===== src/rtl/linear_pkg.sv =====
// Shared constants, FSM state type and Q-format helper for the linear-layer sequencer.
package linear_pkg;

    localparam int unsigned N_IN   = 50;
    localparam int unsigned N_OUT  = 20;
    localparam int unsigned DW     = 32;
    localparam int unsigned ADDR_W = 10;
    localparam int unsigned FRAC   = 24;
    localparam int unsigned ACC_W  = 2 * DW;
    localparam int unsigned IW     = 6;  // holds 0..N_IN-1
    localparam int unsigned JW     = 5;  // holds 0..N_OUT-1

    typedef enum logic [2:0] {
        StIdle,
        StLoad,
        StIssue,
        StFinish,
        StDrain
    } state_e;

    // Pick the 1.7.24 result out of the 2.14.48 accumulator (plain truncation).
    function automatic logic [DW-1:0] q_slice(input logic [ACC_W-1:0] v);
        return v[FRAC+DW-1:FRAC];
    endfunction

endpackage


===== src/rtl/linear_mac.sv =====
// Signed 32x32 multiply feeding a 64-bit wrapping accumulator with load/add control.
module linear_mac
    import linear_pkg::*;
(
    input  logic          clk_i,
    input  logic          rst_ni,
    input  logic          en_i,
    input  logic          load_i,
    input  logic [DW-1:0] x_i,
    input  logic [DW-1:0] w_i,
    output logic [DW-1:0] result_o
);

    logic [ACC_W-1:0] acc_q, acc_d;
    logic [ACC_W-1:0] x_ext, w_ext, prod, sum;

    // Product and running sum; low 64 bits of the sign-extended product is the signed product.
    always_comb begin
        x_ext    = {{DW{x_i[DW-1]}}, x_i};
        w_ext    = {{DW{w_i[DW-1]}}, w_i};
        prod     = x_ext * w_ext;
        sum      = load_i ? prod : acc_q + prod;
        acc_d    = en_i ? sum : acc_q;
        result_o = q_slice(sum);
    end

    // Accumulator register.
    always_ff @(posedge clk_i or negedge rst_ni) begin
        if (!rst_ni) begin
            acc_q <= '0;
        end else begin
            acc_q <= acc_d;
        end
    end

endmodule


===== src/rtl/linear_sched.sv =====
// Linear-layer sequencer: buffers one input vector, walks the weight SRAM output-major,
// accumulates each output with one MAC and streams results over valid/ready.
module linear_sched
    import linear_pkg::*;
(
    input  logic              clk,
    input  logic              rst_n,
    input  logic              start,
    output logic              busy,
    output logic              done,
    input  logic              in_valid,
    output logic              in_ready,
    input  logic [DW-1:0]     in_data,
    output logic              sram_en,
    output logic [ADDR_W-1:0] sram_addr,
    input  logic [DW-1:0]     sram_rdata,
    output logic              out_valid,
    input  logic              out_ready,
    output logic [DW-1:0]     out_data,
    output logic [4:0]        out_addr
);

    state_e          state_q, state_d;
    logic [IW-1:0]   i_q, i_d;
    logic [JW-1:0]   j_q, j_d;
    logic [DW-1:0]   x_q, x_d;
    logic            mac_en_q, mac_en_d;
    logic            mac_load_q, mac_load_d;
    logic            out_valid_q, out_valid_d;
    logic [DW-1:0]   out_data_q, out_data_d;
    logic [4:0]      out_addr_q, out_addr_d;
    logic            done_q, done_d;

    logic [DW-1:0]     xbuf [N_IN];
    logic [DW-1:0]     result;
    logic [ADDR_W-1:0] addr_calc;
    logic              load_fire, slot_ok, issue, accept;

    // A new output may only start once the previous result slot is free or being freed.
    assign load_fire = (state_q == StLoad) && in_valid;
    assign slot_ok   = !out_valid_q || out_ready;
    assign issue     = (state_q == StIssue) && ((i_q != '0) || slot_ok);
    assign accept    = out_valid_q && out_ready;
    assign addr_calc = ADDR_W'(i_q) * ADDR_W'(N_OUT) + ADDR_W'(j_q);

    // Input vector capture; never read before being written in a run, so no reset.
    always_ff @(posedge clk) begin
        if (load_fire) begin
            xbuf[i_q] <= in_data;
        end
    end

    // Next-state and registered-output logic.
    always_comb begin
        state_d     = state_q;
        i_d         = i_q;
        j_d         = j_q;
        x_d         = x_q;
        mac_en_d    = issue;
        mac_load_d  = issue && (i_q == '0);
        out_valid_d = accept ? 1'b0 : out_valid_q;
        out_data_d  = out_data_q;
        out_addr_d  = out_addr_q;
        done_d      = 1'b0;
        unique case (state_q)
            StIdle: begin
                if (start) begin
                    state_d = StLoad;
                    i_d     = '0;
                    j_d     = '0;
                end
            end
            StLoad: begin
                if (in_valid) begin
                    if (i_q == IW'(N_IN - 1)) begin
                        i_d     = '0;
                        state_d = StIssue;
                    end else begin
                        i_d = i_q + 1'b1;
                    end
                end
            end
            StIssue: begin
                if (issue) begin
                    x_d = xbuf[i_q];
                    if (i_q == IW'(N_IN - 1)) begin
                        state_d = StFinish;
                    end else begin
                        i_d = i_q + 1'b1;
                    end
                end
            end
            StFinish: begin
                // Last product lands this cycle; the MAC result already includes it.
                out_valid_d = 1'b1;
                out_data_d  = result;
                out_addr_d  = j_q;
                i_d         = '0;
                if (j_q == JW'(N_OUT - 1)) begin
                    j_d     = '0;
                    state_d = StDrain;
                end else begin
                    j_d     = j_q + 1'b1;
                    state_d = StIssue;
                end
            end
            StDrain: begin
                if (accept) begin
                    done_d  = 1'b1;
                    state_d = StIdle;
                end
            end
            default: state_d = StIdle;
        endcase
    end

    // FSM state, counters and registered outputs.
    always_ff @(posedge clk or negedge rst_n) begin
        if (!rst_n) begin
            state_q     <= StIdle;
            i_q         <= '0;
            j_q         <= '0;
            x_q         <= '0;
            mac_en_q    <= 1'b0;
            mac_load_q  <= 1'b0;
            out_valid_q <= 1'b0;
            out_data_q  <= '0;
            out_addr_q  <= '0;
            done_q      <= 1'b0;
        end else begin
            state_q     <= state_d;
            i_q         <= i_d;
            j_q         <= j_d;
            x_q         <= x_d;
            mac_en_q    <= mac_en_d;
            mac_load_q  <= mac_load_d;
            out_valid_q <= out_valid_d;
            out_data_q  <= out_data_d;
            out_addr_q  <= out_addr_d;
            done_q      <= done_d;
        end
    end

    linear_mac u_mac (
        .clk_i    (clk),
        .rst_ni   (rst_n),
        .en_i     (mac_en_q),
        .load_i   (mac_load_q),
        .x_i      (x_q),
        .w_i      (sram_rdata),
        .result_o (result)
    );

    assign busy      = (state_q != StIdle);
    assign done      = done_q;
    assign in_ready  = (state_q == StLoad);
    assign sram_en   = issue;
    assign sram_addr = issue ? addr_calc : '0;
    assign out_valid = out_valid_q;
    assign out_data  = out_data_q;
    assign out_addr  = out_addr_q;

endmodule


===== config.mk =====
export PLATFORM = sky130hd
export DESIGN_NAME = linear_sched
export DESIGN_NICKNAME = d
export VERILOG_FILES = /design/src/rtl/linear_pkg.sv /design/src/rtl/linear_mac.sv /design/src/rtl/linear_sched.sv
export SDC_FILE = /design/constraint.sdc
export NUM_CORES = 2
export LEC_CHECK = 0
export ABC_AREA = 1
export ABC_CLOCK_PERIOD_IN_PS = 9050
export CORE_AREA = 2 2 369 645
export DETAILED_ROUTE_END_ITERATION = 12
export DIE_AREA = 0 0 371 647
export HOLD_SLACK_MARGIN = 0.08
export PLACE_DENSITY = 0.69
export SYNTH_ARGS = -nofsm -noshare
export SYNTH_HDL_FRONTEND = slang
export SYNTH_SLANG_ARGS = --single-unit

===== constraint.sdc =====
create_clock -name clk -period 9.05 [get_ports clk]
set_input_delay 1.81 -clock clk [delete_from_list [all_inputs] [get_ports clk]]
set_output_delay 1.81 -clock clk [all_outputs]
set_load 0.01 [all_outputs]

Yosys cells after proc, flatten, opt, wreduce, memory -nomap -nowiden
Memories as Yosys holds them, arrays and structs flattened. A register that Yosys moved wholly into a read port is not among the register bits.
Cells that the tools add are included.
- logic and storage cells: 74
- input bits: 69
- bits in registers: 119
- memories: 1
- RAM bits: 1600
- equal/unequal tests: 13
- $mul: 2
- add/sub/neg operators: 4
- mux-type cells: 25
- reduce and logical (&&, ||, !) cells: 19
- memory list (memory ; depth ; width ; read ports ; clocked after Yosys merged registers in ; write ports ; RTL line ; RTL):
    xbuf ; 50 ; 32 ; 1 ; 1 ; 1 ; linear_sched.sv:34 ; logic [DW-1:0] xbuf [N_IN];
- operators with widths (operator ; count):
    64-bit adder ; 1
    32-bit by 32-bit multiplier with 64-bit output ; 1
    64-bit 2-to-1 mux ; 1
    6-bit 2-to-1 mux ; 5
    6-bit one-hot mux with 4 select lines ; 1
    3-bit 2-to-1 mux ; 7
    3-bit one-hot mux with 5 select lines ; 1
    10-bit by 5-bit adder with 10-bit output ; 1
    10-bit 2-to-1 mux ; 1
    5-bit 2-to-1 mux ; 2
    2-bit != test (second input constant) ; 5
    5-bit one-hot mux with 2 select lines ; 1
    6-bit by 3-bit multiplier with 8-bit output (second input constant) ; 1
    6-bit by 1-bit adder with 6-bit output (second input constant) ; 1
    3-bit by 2-bit == test with 1-bit output (second input constant) ; 2
    6-bit == test (second input constant) ; 1
    6-bit logical NOT ; 1
    1-bit 2-to-1 mux ; 6
    6-bit AND reduction ; 1
    6-bit nonzero test ; 1
    5-bit by 1-bit adder with 5-bit output (second input constant) ; 1
    5-bit == test (second input constant) ; 1
    5-bit AND reduction ; 1
    1-bit logical AND ; 4
    10 further kinds ; 15

Logic depth before layout (Yosys ltp)
- depth in word-level cells: 6
- gate-level depth with buffers: 49
- mapped depth without buffers: 47

By module
Synthesis repeated with hierarchy kept, for this count alone.
- cells, all modules: 12634
- area, all modules: 114584.9 um^2
- by module, submodules not included (module ; sequential area each (um^2) ; cells an instance ; times used ; area an instance (um^2)):
    linear_sched ; 50223.2 ; 6908 ; 1 ; 72121.7
    linear_mac ; 1401.3 ; 5726 ; 1 ; 42463.2

Least setup slack after synthesis
OpenSTA, ideal clock, no wires.
- kind: input -> register
- from: input sram_rdata[7]
- to: register u_mac.acc_q[53]
- setup slack: -0.454 ns
- stages: 36
- arrival: 9.387 ns
- library setup time: 0.117 ns
- path through: clkbuf_1 -> nand2_1 -> inv_1 -> fa_1 -> fa_1 -> fa_1 -> fa_1 -> fa_1 -> fa_1 -> inv_1 -> fa_1 -> inv_1 -> fa_1 -> ha_1 -> nand2_1 -> nor2_1 -> inv_1 -> nor2_1 -> nand2_1 -> nor3_1 -> nand2_1 -> nand3_1 -> nand2_1 -> and2_1 -> ha_1 -> a21oi_1 -> nor2_1 -> or2_2 -> a21oi_1 -> nand2_1 -> a21oi_1 -> nand3_1 -> nand3_1 -> nand2_1 -> nand2_1 -> nand2_1
- word-level cells in the longest chain between the ends: 3
- ends and longest elaborated chain (what ; RTL line ; RTL):
    start, declared ; linear_sched.sv:16 ; input logic [DW-1:0] sram_rdata,
    32-bit by 32-bit multiplier with 64-bit output * ; linear_mac.sv:21 ; prod = x_ext * w_ext;
    64-bit adder ; linear_mac.sv:22 ; sum = load_i ? prod : acc_q + prod;
    64-bit 2-to-1 mux * ; linear_mac.sv:22 ;
    end signal, assigned ; linear_mac.sv:30 ; acc_q <= '0;
    end signal, assigned ; linear_mac.sv:32 ; acc_q <= acc_d;
    end, declared ; linear_mac.sv:14 ; logic [ACC_W-1:0] acc_q, acc_d;
Every way passes the cells marked *; elsewhere a longest branch is shown, timed or not.
A chain may end at the register's enable or synchronous reset.

Final worst setup path
- from: input sram_rdata[31]
- to: register out_data_q[23], in the netlist out_data[23]
- word-level cells in the longest chain between the ends: 3
- ends and longest elaborated chain (what ; RTL line ; RTL):
    32-bit by 32-bit multiplier with 64-bit output * ; linear_mac.sv:21 ;
    64-bit adder ; linear_mac.sv:22 ;
    64-bit 2-to-1 mux * ; linear_mac.sv:22 ;
    end signal, assigned ; linear_sched.sv:138 ; out_data_q <= out_data_d;
    end, declared ; linear_sched.sv:30 ; logic [DW-1:0] out_data_q, out_data_d;
Marked as above.

==> run metrics <==
status finished, violations left; failing checks negative setup slack; Clock Tree Root clkbuf_16; WL final 360,000 um; leading area contributor after synthesis edfxtp_1; DR vias 79.7k; Worst Setup Slack, final -0.178 ns; hold buffers post-CTS 0; clock skew 0.0722 ns; fmax 108 MHz; Core Footprint 235,000 sq um; Yosys reg bits 1,743; die footprint 240,000 sq um; routed len/inst 25.3 um; DP HPWL 246,000 um; via/cell ratio 5.60; Post-Syn Area 105,000 sq um; cell count after synthesis 9,980; EDFF count, synth 1,600; Setup Crit Path Kind in2reg; # DRC 0; ANT nets after route 0; Synth Flop Type edfxtp_1; initial DRC count 7,194; clock sinks 1,743; nets 12.3k; Slew Limit Fails 0; Startpoint Class input port; Hold WC Path Type reg2reg; # IOs 121; CTS tree done; maxcap violations 0; die width 371 um; CP max stage delay 0.68 ns; Initial Utilization 0.446; cell mode on critical path fa_1; syn nets 11.3k; pin count of the biggest net entering global routing 120; Worst setup EP type register; Placement Setup Slack -2.00 ns; Final Hold Vio Count 0; Period minus WS final 9.23 ns; DRT Pass-1 Iters 6; vias in the first global route 83.8k; Worst-Skew Late Latency 0.83 ns; routability congestion estimate 1.01; final setup violation count 45; cts bufs inserted 158; Synth cell types 51; top cells by area, synth edfxtp_1 (46%), fa_1 (19%), nand2_1 (9.7%); Async S/R FF share, synth 0.0820; Worst EP arrival 9.89 ns; hold slack 0.480 ns; row count 236; Data required, critical path 9.71 ns; CP max FO 5; global-route wire length before repair 523,000 um; Port Buf Inserts 120; sequential-to-total area share from yosys stat 0.491; layout cells sized above 1 0.235; deepest clock path buffer count 4; GR Overflow Total 0; Worst path slowest cell fa_2; most common cell after layout, fill and taps aside nand2_1; most frequent cells in the layout nand2_1 (2,460), inv_1 (1,629), edfxtp_1 (1,600), buf_4 (947), fa_1 (852); Slew @ Worst Pin 1.26 ns; deepest level of the CTS H-tree 4; initial antenna violation count 10; syn avg cell area 10.5 sq um; slew margin rel. 0.151; crit share post-route 1.02; RSZ-0062 raised after global routing yes; post-synth top area share 0.457; synth warn 0; global-route usage over all layers 0.298; Area Growth Syn to Fin 23.8%; Die Y-Extent 647 um; Worst-path clk slew 0.06 ns
==> per-stage QoR <==
step / cell area [sq um] / utilization / TNS [ns] / cells
floorplan: 105000 / - / -0.0623 / 9980
global placement: 117000 / 0.495 / -120.93 / 13700
detailed placement: 117000 / 0.495 / -121.90 / 13700
CTS: 127000 / 0.540 / -0.718 / 14100
global route: 130000 / 0.552 / -12.01 / 14200
finish: 130000 / 0.553 / -3.32 / 14200
==> what timing repair did <==
item                                     CTS  global route
setup buffers                            188            84
gates resized for setup                 1079           686
pin swaps                                484           397
endpoints found under the setup margin    75            75
gates cloned                              18             2
==> per-layer routing <==
layer,part of all wire,up-vias,track usage
met5,0,-,0
met4,0.11,0,0.254
met3,0.076,1551,0.0511
met2,0.50,4285,0.524
met1,0.31,39600,0.305
li1,-,34300,-
==> worst paths after layout <==
kind	slack (ns)	depth (start not counted)	to	from
min in group asynchronous	0.97	1	u_mac.acc_q[13]	rst_n
max in group asynchronous	6.74	2	x_q[0]	rst_n
worst max-delay path	-0.18	38	out_data[23]	sram_rdata[31]
worst min-delay path	0.48	2	out_data[8]	out_data[8]
worst max register to register	0.29	35	out_data[23]	x_q[22]
worst min register to register	0.48	2	out_data[8]	out_data[8]
==> critical path, delay by kind of cell <==
family / cells / cell delay [ns]
fa+ha+maj: 10 / 4.81
simple gates: 16 / 1.70
buf+inv: 9 / 1.11
compound gates: 3 / 0.44
==> cells in the mapped netlist (22+ instances only) <==
library cell,instances
inv_1,1785
a22o_1,39
buf_2,125
nand3_1,241
dfrtp_1,143
a21oi_1,249
edfxtp_1,1600
fa_1,986
ha_1,247
o211ai_1,33
nor3_1,45
o21ai_0,206
and3_1,32
a22oi_1,222
buf_1,28
o21bai_1,22
a31oi_1,29
nand4_1,169
clkbuf_1,274
nor2_1,480
nand2_1,2703
a221oi_1,119
xor2_1,36
==> kinds of logic after synthesis <==
logic type | count (synthesis) | synth area share
adders and majority gates | 1233 | 0.217
DFF | 1743 | 0.491
buffers and inverters | 2243 | 0.0822
xor gates and xnor gates | 51 | 0.00425
AOI/OAI and AO/OA | 994 | 0.0621
and+or+nand+nor | 3716 | 0.143
==> sequential cells by signal (all words and copies together) (netlist names) <==
register,cells
xbuf,1600
u_mac.acc_q,56
out_data,32
x_q,32
i_q,6
j_q,5
out_addr,5
state_q,3
done,1
mac_en_q,1
mac_load_q,1
out_valid,1
==> layout make-up <==
cell class | instances | area [sq um]
tap | 3094 | 3870
multi-input combinational | 5994 | 50500
clock buffer | 199 | 4250
timing repair buffer | 1311 | 12200
inverter | 1801 | 6840
fill | 19200 | 105000
antenna | 9 | 22.5
sequential | 1743 | 51600
clock inverter | 72 | 683
Power is left out: the tool's default activity adds up to more than one toggle a clock period on the data nets, which glitch-free logic cannot reach.
